===== config.mk =====
export PLATFORM = sky130hd
export DESIGN_NAME = video_line_fetch
export DESIGN_NICKNAME = d
export VERILOG_FILES = /design/src/rtl/video_line_fetch.sv
export SDC_FILE = /design/constraint.sdc
export NUM_CORES = 1
export LEC_CHECK = 0
export BUFFER_PORTS_ARGS = -buffer_cell sky130_fd_sc_hd__buf_2
export CORE_UTILIZATION = 40
export CTS_BUF_LIST = sky130_fd_sc_hd__clkbuf_8
export DETAILED_ROUTE_END_ITERATION = 16
export SYNTH_ARGS = -nofsm -noshare
export SYNTH_HDL_FRONTEND = slang
export SYNTH_SLANG_ARGS = --single-unit

===== constraint.sdc =====
create_clock -name i_clock -period 5 [get_ports i_clock]
set_clock_uncertainty 0.15 [all_clocks]
set_input_delay 0.25 -clock i_clock [delete_from_list [all_inputs] [get_ports i_clock]]
set_output_delay 0.25 -clock i_clock [all_outputs]
set_load 0.01 [all_outputs]

===== src/rtl/video_line_fetch.sv =====
`default_nettype none
//==============================================================================
// Module   : video_line_fetch
// Brief    : Prefetches each visible line into one half of a ping-pong line buffer.
//            Define VIDEO_LINE_FETCH_DOUBLE_EN to show every memory line twice.
// Revision : 1.0 - initial release
//==============================================================================
module video_line_fetch #(
    parameter int LINE_WORDS = 640,
    parameter int HEIGHT     = 480,
    parameter int STRIDE     = 2560
) (
    input  logic        i_clock,
    input  logic        i_reset,
    input  logic        i_enable,
    input  logic [31:0] i_base,
    input  logic        i_vsync,
    input  logic        i_data_enable,
    output logic        o_bus_request,
    output logic [31:0] o_bus_address,
    input  logic        i_bus_ready,
    input  logic [31:0] i_bus_rdata,
    output logic        o_lb_write,
    output logic [11:0] o_lb_address,
    output logic [31:0] o_lb_wdata,
    output logic        o_read_bank,
    output logic        o_underrun
);

    typedef enum logic [1:0] {
        ST_IDLE  = 2'd0,
        ST_FETCH = 2'd1,
        ST_DRAIN = 2'd2,
        ST_WAIT  = 2'd3
    } state_t;

    typedef enum logic [1:0] {
        PEND_NONE  = 2'd0,
        PEND_START = 2'd1,
        PEND_STOP  = 2'd2,
        PEND_NEXT  = 2'd3
    } pend_t;

    localparam logic [10:0] c_last_word = 11'(LINE_WORDS - 1);
    localparam logic [11:0] c_height    = 12'(HEIGHT);
    localparam logic [31:0] c_stride    = 32'(STRIDE);

    state_t      r_state;
    pend_t       r_pend;
    logic        r_vs_prev;
    logic        r_de_prev;
    logic [10:0] r_line;
    logic [10:0] r_word;
    logic [31:0] r_base;
    logic [31:0] r_line_addr;
    logic        r_bus_request;
    logic [31:0] r_bus_address;
    logic        r_lb_write;
    logic [11:0] r_lb_address;
    logic [31:0] r_lb_wdata;
    logic        r_read_bank;
    logic        r_underrun;

    logic        w_vs_rise;
    logic        w_de_rise;
    logic        w_line_event;
    logic        w_accept;
    logic        w_beat_stuck;
    logic [11:0] w_line_inc;
    logic        w_more_lines;
    logic [31:0] w_next_line_addr;
    logic        w_do_start;
    logic        w_do_stop;
    logic        w_do_next;
    logic [31:0] w_start_base;

    assign w_vs_rise        = i_vsync & ~r_vs_prev;
    assign w_de_rise        = i_data_enable & ~r_de_prev & ~w_vs_rise;
    assign w_accept         = r_bus_request & i_bus_ready;
    assign w_beat_stuck     = r_bus_request & ~i_bus_ready;
    assign w_line_inc       = {1'b0, r_line} + 12'd1;
    assign w_more_lines     = (w_line_inc < c_height);
    assign w_next_line_addr = r_line_addr + c_stride;

`ifdef VIDEO_LINE_FETCH_DOUBLE_EN
    logic r_parity;

    // Only the second data-enable edge of each pair advances to the next memory line
    assign w_line_event = w_de_rise & r_parity;

    always_ff @(posedge i_clock or posedge i_reset) begin
        if (i_reset) begin
            r_parity <= 1'b0;
        end else if (w_do_start) begin
            r_parity <= 1'b0;
        end else if (w_de_rise && (r_state == ST_FETCH || r_state == ST_WAIT)) begin
            r_parity <= ~r_parity;
        end
    end
`else
    assign w_line_event = w_de_rise;
`endif

    // Actions that end in a new fetch or idle; a stuck beat defers them through DRAIN
    always_comb begin
        w_do_start   = 1'b0;
        w_do_stop    = 1'b0;
        w_do_next    = 1'b0;
        w_start_base = r_base;
        if (w_vs_rise) begin
            if (!w_beat_stuck) begin
                w_do_start   = i_enable;
                w_do_stop    = ~i_enable;
                w_start_base = i_base;
            end
        end else if (r_state == ST_DRAIN) begin
            if (!r_bus_request) begin
                w_do_start = (r_pend == PEND_START);
                w_do_stop  = (r_pend == PEND_STOP);
                w_do_next  = (r_pend == PEND_NEXT);
            end
        end else if (w_line_event &&
                     (r_state == ST_WAIT || (r_state == ST_FETCH && w_accept))) begin
            w_do_next = 1'b1;
        end
    end

    always_ff @(posedge i_clock or posedge i_reset) begin
        if (i_reset) begin
            r_state       <= ST_IDLE;
            r_pend        <= PEND_NONE;
            r_vs_prev     <= 1'b0;
            r_de_prev     <= 1'b0;
            r_line        <= 11'd0;
            r_word        <= 11'd0;
            r_base        <= 32'd0;
            r_line_addr   <= 32'd0;
            r_bus_request <= 1'b0;
            r_bus_address <= 32'd0;
            r_lb_write    <= 1'b0;
            r_lb_address  <= 12'd0;
            r_lb_wdata    <= 32'd0;
            r_read_bank   <= 1'b0;
            r_underrun    <= 1'b0;
        end else begin
            r_vs_prev  <= i_vsync;
            r_de_prev  <= i_data_enable;
            r_lb_write <= w_accept;
            if (w_accept) begin
                r_lb_address <= {~r_read_bank, r_word};
                r_lb_wdata   <= i_bus_rdata;
            end

            if (w_do_start) begin
                r_base        <= w_start_base;
                r_line_addr   <= w_start_base;
                r_bus_address <= w_start_base;
                r_line        <= 11'd0;
                r_word        <= 11'd0;
                r_underrun    <= 1'b0;
                r_bus_request <= 1'b1;
                r_state       <= ST_FETCH;
                r_pend        <= PEND_NONE;
            end else if (w_do_stop) begin
                r_bus_request <= 1'b0;
                r_state       <= ST_IDLE;
                r_pend        <= PEND_NONE;
            end else if (w_do_next) begin
                if (r_state == ST_FETCH) begin
                    r_underrun <= 1'b1;
                end
                r_read_bank   <= ~r_read_bank;
                r_line        <= r_line + 11'd1;
                r_word        <= 11'd0;
                r_line_addr   <= w_next_line_addr;
                r_bus_address <= w_next_line_addr;
                r_bus_request <= w_more_lines;
                r_state       <= w_more_lines ? ST_FETCH : ST_IDLE;
                r_pend        <= PEND_NONE;
            end else if (w_vs_rise) begin
                // Beat still outstanding: hold the request and remember the new frame
                r_state <= ST_DRAIN;
                r_pend  <= i_enable ? PEND_START : PEND_STOP;
                if (i_enable) begin
                    r_base     <= i_base;
                    r_underrun <= 1'b0;
                end
            end else begin
                case (r_state)
                    ST_FETCH: begin
                        if (w_line_event) begin
                            r_underrun <= 1'b1;
                            r_state    <= ST_DRAIN;
                            r_pend     <= PEND_NEXT;
                        end else if (w_accept) begin
                            if (r_word == c_last_word) begin
                                r_word        <= 11'd0;
                                r_bus_request <= 1'b0;
                                r_state       <= ST_WAIT;
                            end else begin
                                r_word        <= r_word + 11'd1;
                                r_bus_address <= r_bus_address + 32'd4;
                            end
                        end
                    end
                    ST_DRAIN: begin
                        if (w_accept) begin
                            r_bus_request <= 1'b0;
                        end
                    end
                    default: begin
                    end
                endcase
            end
        end
    end

    assign o_bus_request = r_bus_request;
    assign o_bus_address = r_bus_address;
    assign o_lb_write    = r_lb_write;
    assign o_lb_address  = r_lb_address;
    assign o_lb_wdata    = r_lb_wdata;
    assign o_read_bank   = r_read_bank;
    assign o_underrun    = r_underrun;

endmodule
`default_nettype wire

==> results by group, run 1 <==
Power and ir drop
  • Total power draw: 0.00580 W
  • VDD IR max: 0.218 mV
  • P per Cell Area: 521 nW/µm²
  • Leak: 4.93 nW

Global route
  • First-pass GRT wire length: 39.9 mm
  • Initial antenna violation count: 0
  • Largest net degree at the start of global routing: 173
  • Vias in the first global route: 7427
  • Total Routing Usage GR: 0.214
  • Grt total ovfl: 0

Floorplanning
  • # IOs: 150
  • Core ar.: 22000 µm²
  • Chip Width: 153 µm
  • Initial Utilization: 0.413
  • Row count: 54
  • Chip height: 153 µm
  • Die ar.: 23300 µm²

Synthesis
  • Post-synth EDFFs: 0
  • Distinct cell type count of the synthesized netlist: 74
  • Cells after Synth: 896
  • Register area share after synthesis: 0.474
  • Post-synth net total: 970
  • Mapped Area: 9090 µm²
  • Synthesized flop and latch total: 172
  • Ys async rst share: 1.00
  • Synth Area per Inst: 10.1 µm²
  • Ys Warns: 0
  • Synth Flop Type: dfrtp_1

Job
  • MaxCap Viol Count: 0

STA
  • Min Tclk post-route: 3260 ps
  • RSZ-0062 raised after global routing: false
  • Post-Route Hold Slack: 298 ps
  • # setup viols final: 0
  • Setup tns final: 0 ps
  • FMAX: 0.307 GHz
  • Slew Limit Fails: 0
  • Final Cycle Share: 0.652
  • Final Hold Viols: 0
  • Tightest Pin Transition: 1080 ps
  • Slew margin rel.: 0.272

Clock network
  • Setup Fix Bufs, Post-CTS: 0
  • CTS buffer count: 17
  • Clock Tree Buf Depth: 2
  • TritonCTS clock tree: yes
  • H-tree depth: 4
  • CTS Root Buffer Type: clkbuf_8
  • Clock slew at reported path FFs: 110 ps
  • Worst skew pair latency: 470 ps
  • Clock sinks: 172
  • PostCTS Resize Cnt: 0

Finish
  • Commonest non-fill, non-tap cells in the layout: dfrtp_1 (172), buf_2 (149), nand2_1 (82), mux2_2 (78), dlygate4sd3_1 (68)
  • Ant. Diodes: 0
  • Final Cell Area: 11100 µm²
  • Filler cells: 2084
  • Multi-input logic area: 4470 µm²
  • Layout cells sized above 1: 0.261
  • FF+latch area: 4300 µm²
  • Area Growth Syn to Fin: 22.5%
  • Most common cell after layout, fill and taps aside: dfrtp_1
  • Post-route insts no fill: 1385
  • Fin nets: 1166

Critical path
  • Start of the worst register-to-register path: r_vs_prev$_DFF_PP0_
  • Worst Setup SP: i_vsync
  • CP peak stage delay: 580 ps
  • Critical Path AT: 3520 ps
  • Startpoint Class: primary input
  • Critical path class: in -> reg
  • Crit path depth: 8
  • CP endpoint kind: flop
  • Critical path, cell by cell: dlygate4sd3_1, buf_2, nor2b_1, or3_4, and2_4, nand2_1, o311ai_0, a22o_1
  • Critical R2R Capture: o_bus_address[31]$_DFFE_PP0P_
  • End point of the critical path: o_bus_address[31]$_DFFE_PP0P_
  • CP top delay family: simple AND/OR/NAND/NOR gates
  • Crit path buf inv count: 2
  • Worst R2R Path Depth: 6
  • R2R Setup Slk: 1790 ps
  • CP max FO: 50
  • Crit path required time: 5250 ps
  • Slowest CP cell: nand2_1

Hold path
  • Hold/Removal Path Class: in -> reg

Placed design
  • Placed cells: 1285
  • Gp weighted congestion: 0.856
  • Placed cell area: 10000 µm²
  • Port bufs: 149
  • DP Wirelength: 16.3 mm

Drt
  • Antenna Violating Nets Remaining: 0
  • DRC violations left: 0
  • DR vias/cell: 5.54
  • Drt first-iter violations: 617
  • Routed len/inst: 17.7 µm
  • Iteration count of the initial detailed-routing pass: 8
  • Vias: 7670
  • WL final: 24.5 mm

Run status
  • Outcome: completed
[timing repair]
| item | in CTS | in global routing |
|---|---|---|
| endpoints found under the setup margin | 0 | 0 |
| hold buffers | 68 | 0 |
| hold endpoints to repair | 251 | 0 |
[per-layer routing]
metal | up-vias | part of all wire | track usage
met4 | 0 | 0.015 | 0.0669
met2 | 200 | 0.46 | 0.333
li1 | 3703 | - | -
met5 | - | 0 | 0
met1 | 3743 | 0.48 | 0.306
met3 | 24 | 0.043 | 0.0319
[kinds of logic after synthesis]
family,count (synthesis),share of synthesized area
adder cells (fa/ha/maj),4,0.00551
XOR/XNOR,29,0.0279
buffers and inverters,68,0.0354
AO/OA/AOI/OAI,222,0.168
flip-flops,172,0.474
multiplexers,104,0.125
AND/OR/NAND/NOR,297,0.164
[power by group]
group | leakage (nW) | total (W) | internal (W) | switching, W
logic | 2.62 | 0.00237 | 0.00105 | 0.00132
clock network | 0.206 | 0.00103 | 0.000424 | 0.000603
registers | 2.10 | 0.00240 | 0.00189 | 0.000505
total | 4.93 | 0.00580 | 0.00337 | 0.00243
[synth_stat cells, drive strengths merged, types with 15 or more instances]
cell    instances  area (µm²)
buf            39         213
nand3          41         205
nand4          19         119
a31oi          15        93.8
xnor2          17         149
nor2           61         229
nand2          84         318
mux2           78         878
o21ai          56         280
clkbuf         15        56.3
dfrtp         172        4300
a21oi          34         174
mux2i          26         260
and2           15        96.3
nor3           16        80.1
[flip-flops by register name, summed over array words and instances (netlist names), 2 cells and up]
register,cells
r_pend,2
o_lb_wdata,32
r_base,32
r_word,11
o_lb_address,12
r_line,11
o_bus_address,32
r_line_addr,32
r_state,2
[layout make-up]
cell class,instances,area share
multi-input cells,656,0.401
flip-flops and latches,172,0.387
repair buffers,231,0.139
well taps,280,0.0315
clock buffers,17,0.0210
clock inverters,15,0.0157
inverters,14,0.00506
[worst min path at each step]
stage                              from             endpoint  depth (start not counted)  slack (ps)
after floorplan           i_data_enable  r_de_prev$_DFF_PP0_                          0         130
final                           i_vsync  r_vs_prev$_DFF_PP0_                          2         300
after detailed placement  i_data_enable  r_de_prev$_DFF_PP0_                          1         240
after CTS                       i_vsync  r_vs_prev$_DFF_PP0_                          2         270
after global routing            i_vsync  r_vs_prev$_DFF_PP0_                          2         280
after global placement    i_data_enable  r_de_prev$_DFF_PP0_                          1         240
[per-stage QoR]
step / util / setup WS (ps)
floorplan: - / 2400
global placement: 0.456 / 1910
detailed placement: 0.456 / 1820
CTS: 0.505 / 1780
global route: 0.505 / 1590
finish: 0.505 / 1740
No activity file was read; power rests on OpenSTA's default activity.
==> inputs of run 2 (changes only) <==
- ABC_AREA: default -> 1
- clock period: 5 -> 3.1 ns (I/O delays scaled with it)
==> results by group, run 2 <==
Synthesis
  • Synthesized flop and latch total: 172 (unchanged)
  • Post-synth top cells: nand2_1 (515), dfrtp_1 (172), inv_1 (131)
  • Cell with the most instances after synthesis: nand2_1
  • Top cell type by total area after synthesis: dfrtp_1
  • Post-synth net total: 1441 (+49%)
  • Cells after Synth: 1367 (+53%)
  • Post-synth EDFFs: 0 (unchanged)
  • Area contributors post-synth: dfrtp_1 (44%), nand2_1 (20%), o21ai_0 (6.3%), inv_1 (5.0%), nor2_1 (4.7%)
  • Mapped Area: 9810 µm² (+7.9%)
  • Synth Area per Inst: 7.17 µm² (-29%)
  • Synth Flop Type: dfrtp_1
  • Distinct cell type count of the synthesized netlist: 43 (-42%)
  • Ys Warns: 0 (unchanged)
  • Area share of the largest cell type after synthesis: 0.439 (-0.0346)
  • Ys async rst share: 1.00 (unchanged)
  • Register area share after synthesis: 0.439 (-0.0346)

Global route
  • Initial antenna violation count: 0 (unchanged)
  • Grt total ovfl: 0 (unchanged)
  • Largest net degree at the start of global routing: 173 (unchanged)
  • Met1 Usage GRT: 0.351 (+0.0445)
  • First-pass GRT wire length: 47.4 mm (+19%)
  • Total Routing Usage GR: 0.244 (+0.0303)
  • GR Layer Usage met2: 0.385 (+0.0522)
  • Most Crowded Layer GR: met2
  • Met3 Use GR: 0.0357 (+0.00380)
  • Vias in the first global route: 8969 (+21%)

Finish
  • Filler cells: 2327 (+12%)
  • Commonest non-fill, non-tap cells in the layout: nand2_1 (514), dfrtp_1 (172), buf_2 (149), inv_1 (130), o21ai_0 (124)
  • Ant. Diodes: 0 (unchanged)
  • Layout cells sized above 1: 0.159 (-0.101)
  • Post-route insts no fill: 1899 (+37%)
  • Multi-input logic area: 4750 µm² (+6.2%)
  • Most common cell after layout, fill and taps aside: nand2_1
  • Fin nets: 1641 (+41%)
  • FF+latch area: 4300 µm² (unchanged)
  • Area Growth Syn to Fin: 21.3%

Clock network
  • H-tree depth: 4 (unchanged)
  • Clock slew at reported path FFs: 110 ps (about the same)
  • CTS Root Buffer Type: clkbuf_8
  • TritonCTS clock tree: yes
  • CTS buffer count: 17 (unchanged)
  • Clock Tree Buf Depth: 2 (unchanged)
  • Setup Fix Bufs, Post-CTS: 0 (unchanged)
  • Clock sinks: 172 (unchanged)
  • Worst skew pair latency: 480 ps (about the same)

STA
  • Setup tns final: 0 ps (unchanged)
  • Tightest Pin Transition: 948 ps (-134 ps)
  • # setup viols final: 0 (unchanged)
  • Min Tclk post-route: 2390 ps
  • RSZ-0062 raised after global routing: false
  • Slew margin rel.: 0.368 (+0.0960)
  • Final Hold Viols: 0 (unchanged)
  • FMAX: 0.418 GHz
  • Post-Route Hold Slack: 24.0 ps (-274 ps)
  • Slew Limit Fails: 0 (unchanged)
  • Final Cycle Share: 0.772

Placed design
  • Port bufs: 149 (unchanged)
  • Gp weighted congestion: 0.876 (+2.4%)
  • Placed cells: 1800 (+40%)
  • DP Wirelength: 20.3 mm (+25%)

Drt
  • DR vias/cell: 5.08 (-8.2%)
  • WL final: 29.1 mm (+19%)
  • Routed len/inst: 15.3 µm (-14%)
  • DRC violations left: 0 (unchanged)
  • Iteration count of the initial detailed-routing pass: 5 (-3)
  • Vias: 9653 (+26%)
  • Drt first-iter violations: 724 (+17%)
  • Antenna Violating Nets Remaining: 0 (unchanged)

Floorplanning
  • # IOs: 150 (unchanged)
  • Die ar.: 25100 µm² (+7.8%)
  • Row count: 56 (+3.7%)
  • Chip height: 159 µm (+3.8%)
  • Core ar.: 23800 µm² (+7.8%)
  • Initial Utilization: 0.413 (about the same)
  • Chip Width: 159 µm (+3.8%)

Hold path
  • Hold/Removal Path Class: in -> reg
  • Hold worst-path end: r_base[26]$_DFFE_PP0P_
  • Worst hold stages: 4 (+2)
  • Min-Delay Startpoint: i_base[26]

Critical path
  • Critical path class: reg -> reg
  • R2R Setup Slk: 710 ps (-1080 ps)
  • Crit path required time: 3320 ps (-1930 ps)
  • CP max FO: 43 (-14%)
  • Critical R2R Capture: r_base[23]$_DFFE_PP0P_
  • Critical Path AT: 2610 ps (-910 ps)
  • CP endpoint kind: flop
  • Start of the worst register-to-register path: r_vs_prev$_DFF_PP0_
  • Startpoint Class: flop
  • Worst R2R Path Depth: 8 (+2)

Job
  • MaxCap Viol Count: 0 (unchanged)

Power and ir drop
  • Internal power: 0.00529 W (+57%)
  • Clock share of power: 0.165 (-0.012)
  • Combinational cell fraction of total power: 0.429 (+0.020)
  • Seq pwr share: 0.406 (-0.008)
  • Leak: 6.03 nW (+22%)
  • VDD IR max: 0.442 mV (+100%)
  • Switching Share: 0.453 (+0.0336)
  • Psw: 0.00437 W (+80%)
  • P per Cell Area: 812 nW/µm² (+56%)

Run status
  • Outcome: completed
-- run 2: cell count changes after synthesis, moves of 46 or more --
cell,delta
mux2_2,-46
nand3_1,+46
nand2_1,+432
o21ai_0,+68
inv_1,+117
nor2_1,+63
-- run 2: final cells by class --
cell class,instances,share of cell area
sequential,172,0.362
clock buffer,17,0.0197
timing repair buffer,230,0.130
multi-input combinational,1010,0.399
tap,319,0.0335
inverter,136,0.0433
clock inverter,15,0.0128
-- run 2: logic make-up (layout without fill, tap and decap cells) --
kind of cell / count (synthesis) / in the layout / share of synthesized area
and+or+nand+nor: 767 / 767 / 0.320
AOI/OAI and AO/OA: 189 / 189 / 0.106
buffers and inverters: 185 / 398 / 0.0776
DFF: 172 / 172 / 0.439
muxes: 32 / 32 / 0.0367
xor gates and xnor gates: 18 / 18 / 0.0161
adders and majority gates: 4 / 4 / 0.00510
-- run 2: worst max-delay path, cell delays in order (launching register included) --
cell and delay (ps):
dfrtp_1 400, nor2_2 220, nand2_2 440, buf_4 350, nand2_1 60, o21ai_0 70
nand2_1 200, o21ai_0 120, mux2_2 260
-- run 2: power groups by stage --
stage | registers, W | logic (W) | clock network (W)
final | 0.00392 | 0.00414 | 0.00159
after global routing | 0.00404 | 0.00470 | 0.00173
after CTS | 0.00390 | 0.00417 | 0.00163
after detailed placement | 0.00393 | 0.00410 | 0
after global placement | 0.00392 | 0.00404 | 0
after floorplan | 0.00394 | 0.00267 | 0
-- run 2: worst max path at each step --
stage                             start                           end  cells after the start
floorplan                       i_reset  o_bus_address[0]$_DFFE_PP0P_                      1
global placement    r_vs_prev$_DFF_PP0_        r_base[23]$_DFFE_PP0P_                      8
detailed placement  r_vs_prev$_DFF_PP0_        r_base[23]$_DFFE_PP0P_                      8
CTS                 r_vs_prev$_DFF_PP0_        r_base[23]$_DFFE_PP0P_                      8
global route        r_vs_prev$_DFF_PP0_        r_base[19]$_DFFE_PP0P_                      8
finish              r_vs_prev$_DFF_PP0_        r_base[23]$_DFFE_PP0P_                      8
-- run 2: timing repair --
action	in CTS	in global routing
hold buffers	67	0
endpoints found under the hold margin	249	0
setup endpoints to repair	0	0
resized for setup	0	0
-- run 2: layer usage --
layer	vias to the layer above	share of wire
li1	4774	-
met1	4555	0.48
met2	292	0.46
met3	32	0.053
met4	0	0.014
met5	-	0
-- run 2: metrics by stage --
stage | power (W) | util | area [µm²] | worst slack, ps
final | 0.00966 | 0.501 | 11900 | 707
after global placement | 0.00796 | 0.456 | 10800 | 718
after global routing | 0.0105 | 0.501 | 11900 | 480
after floorplan | 0.00662 | - | 9810 | 598
after detailed placement | 0.00803 | 0.456 | 10800 | 694
after CTS | 0.00971 | 0.501 | 11900 | 677
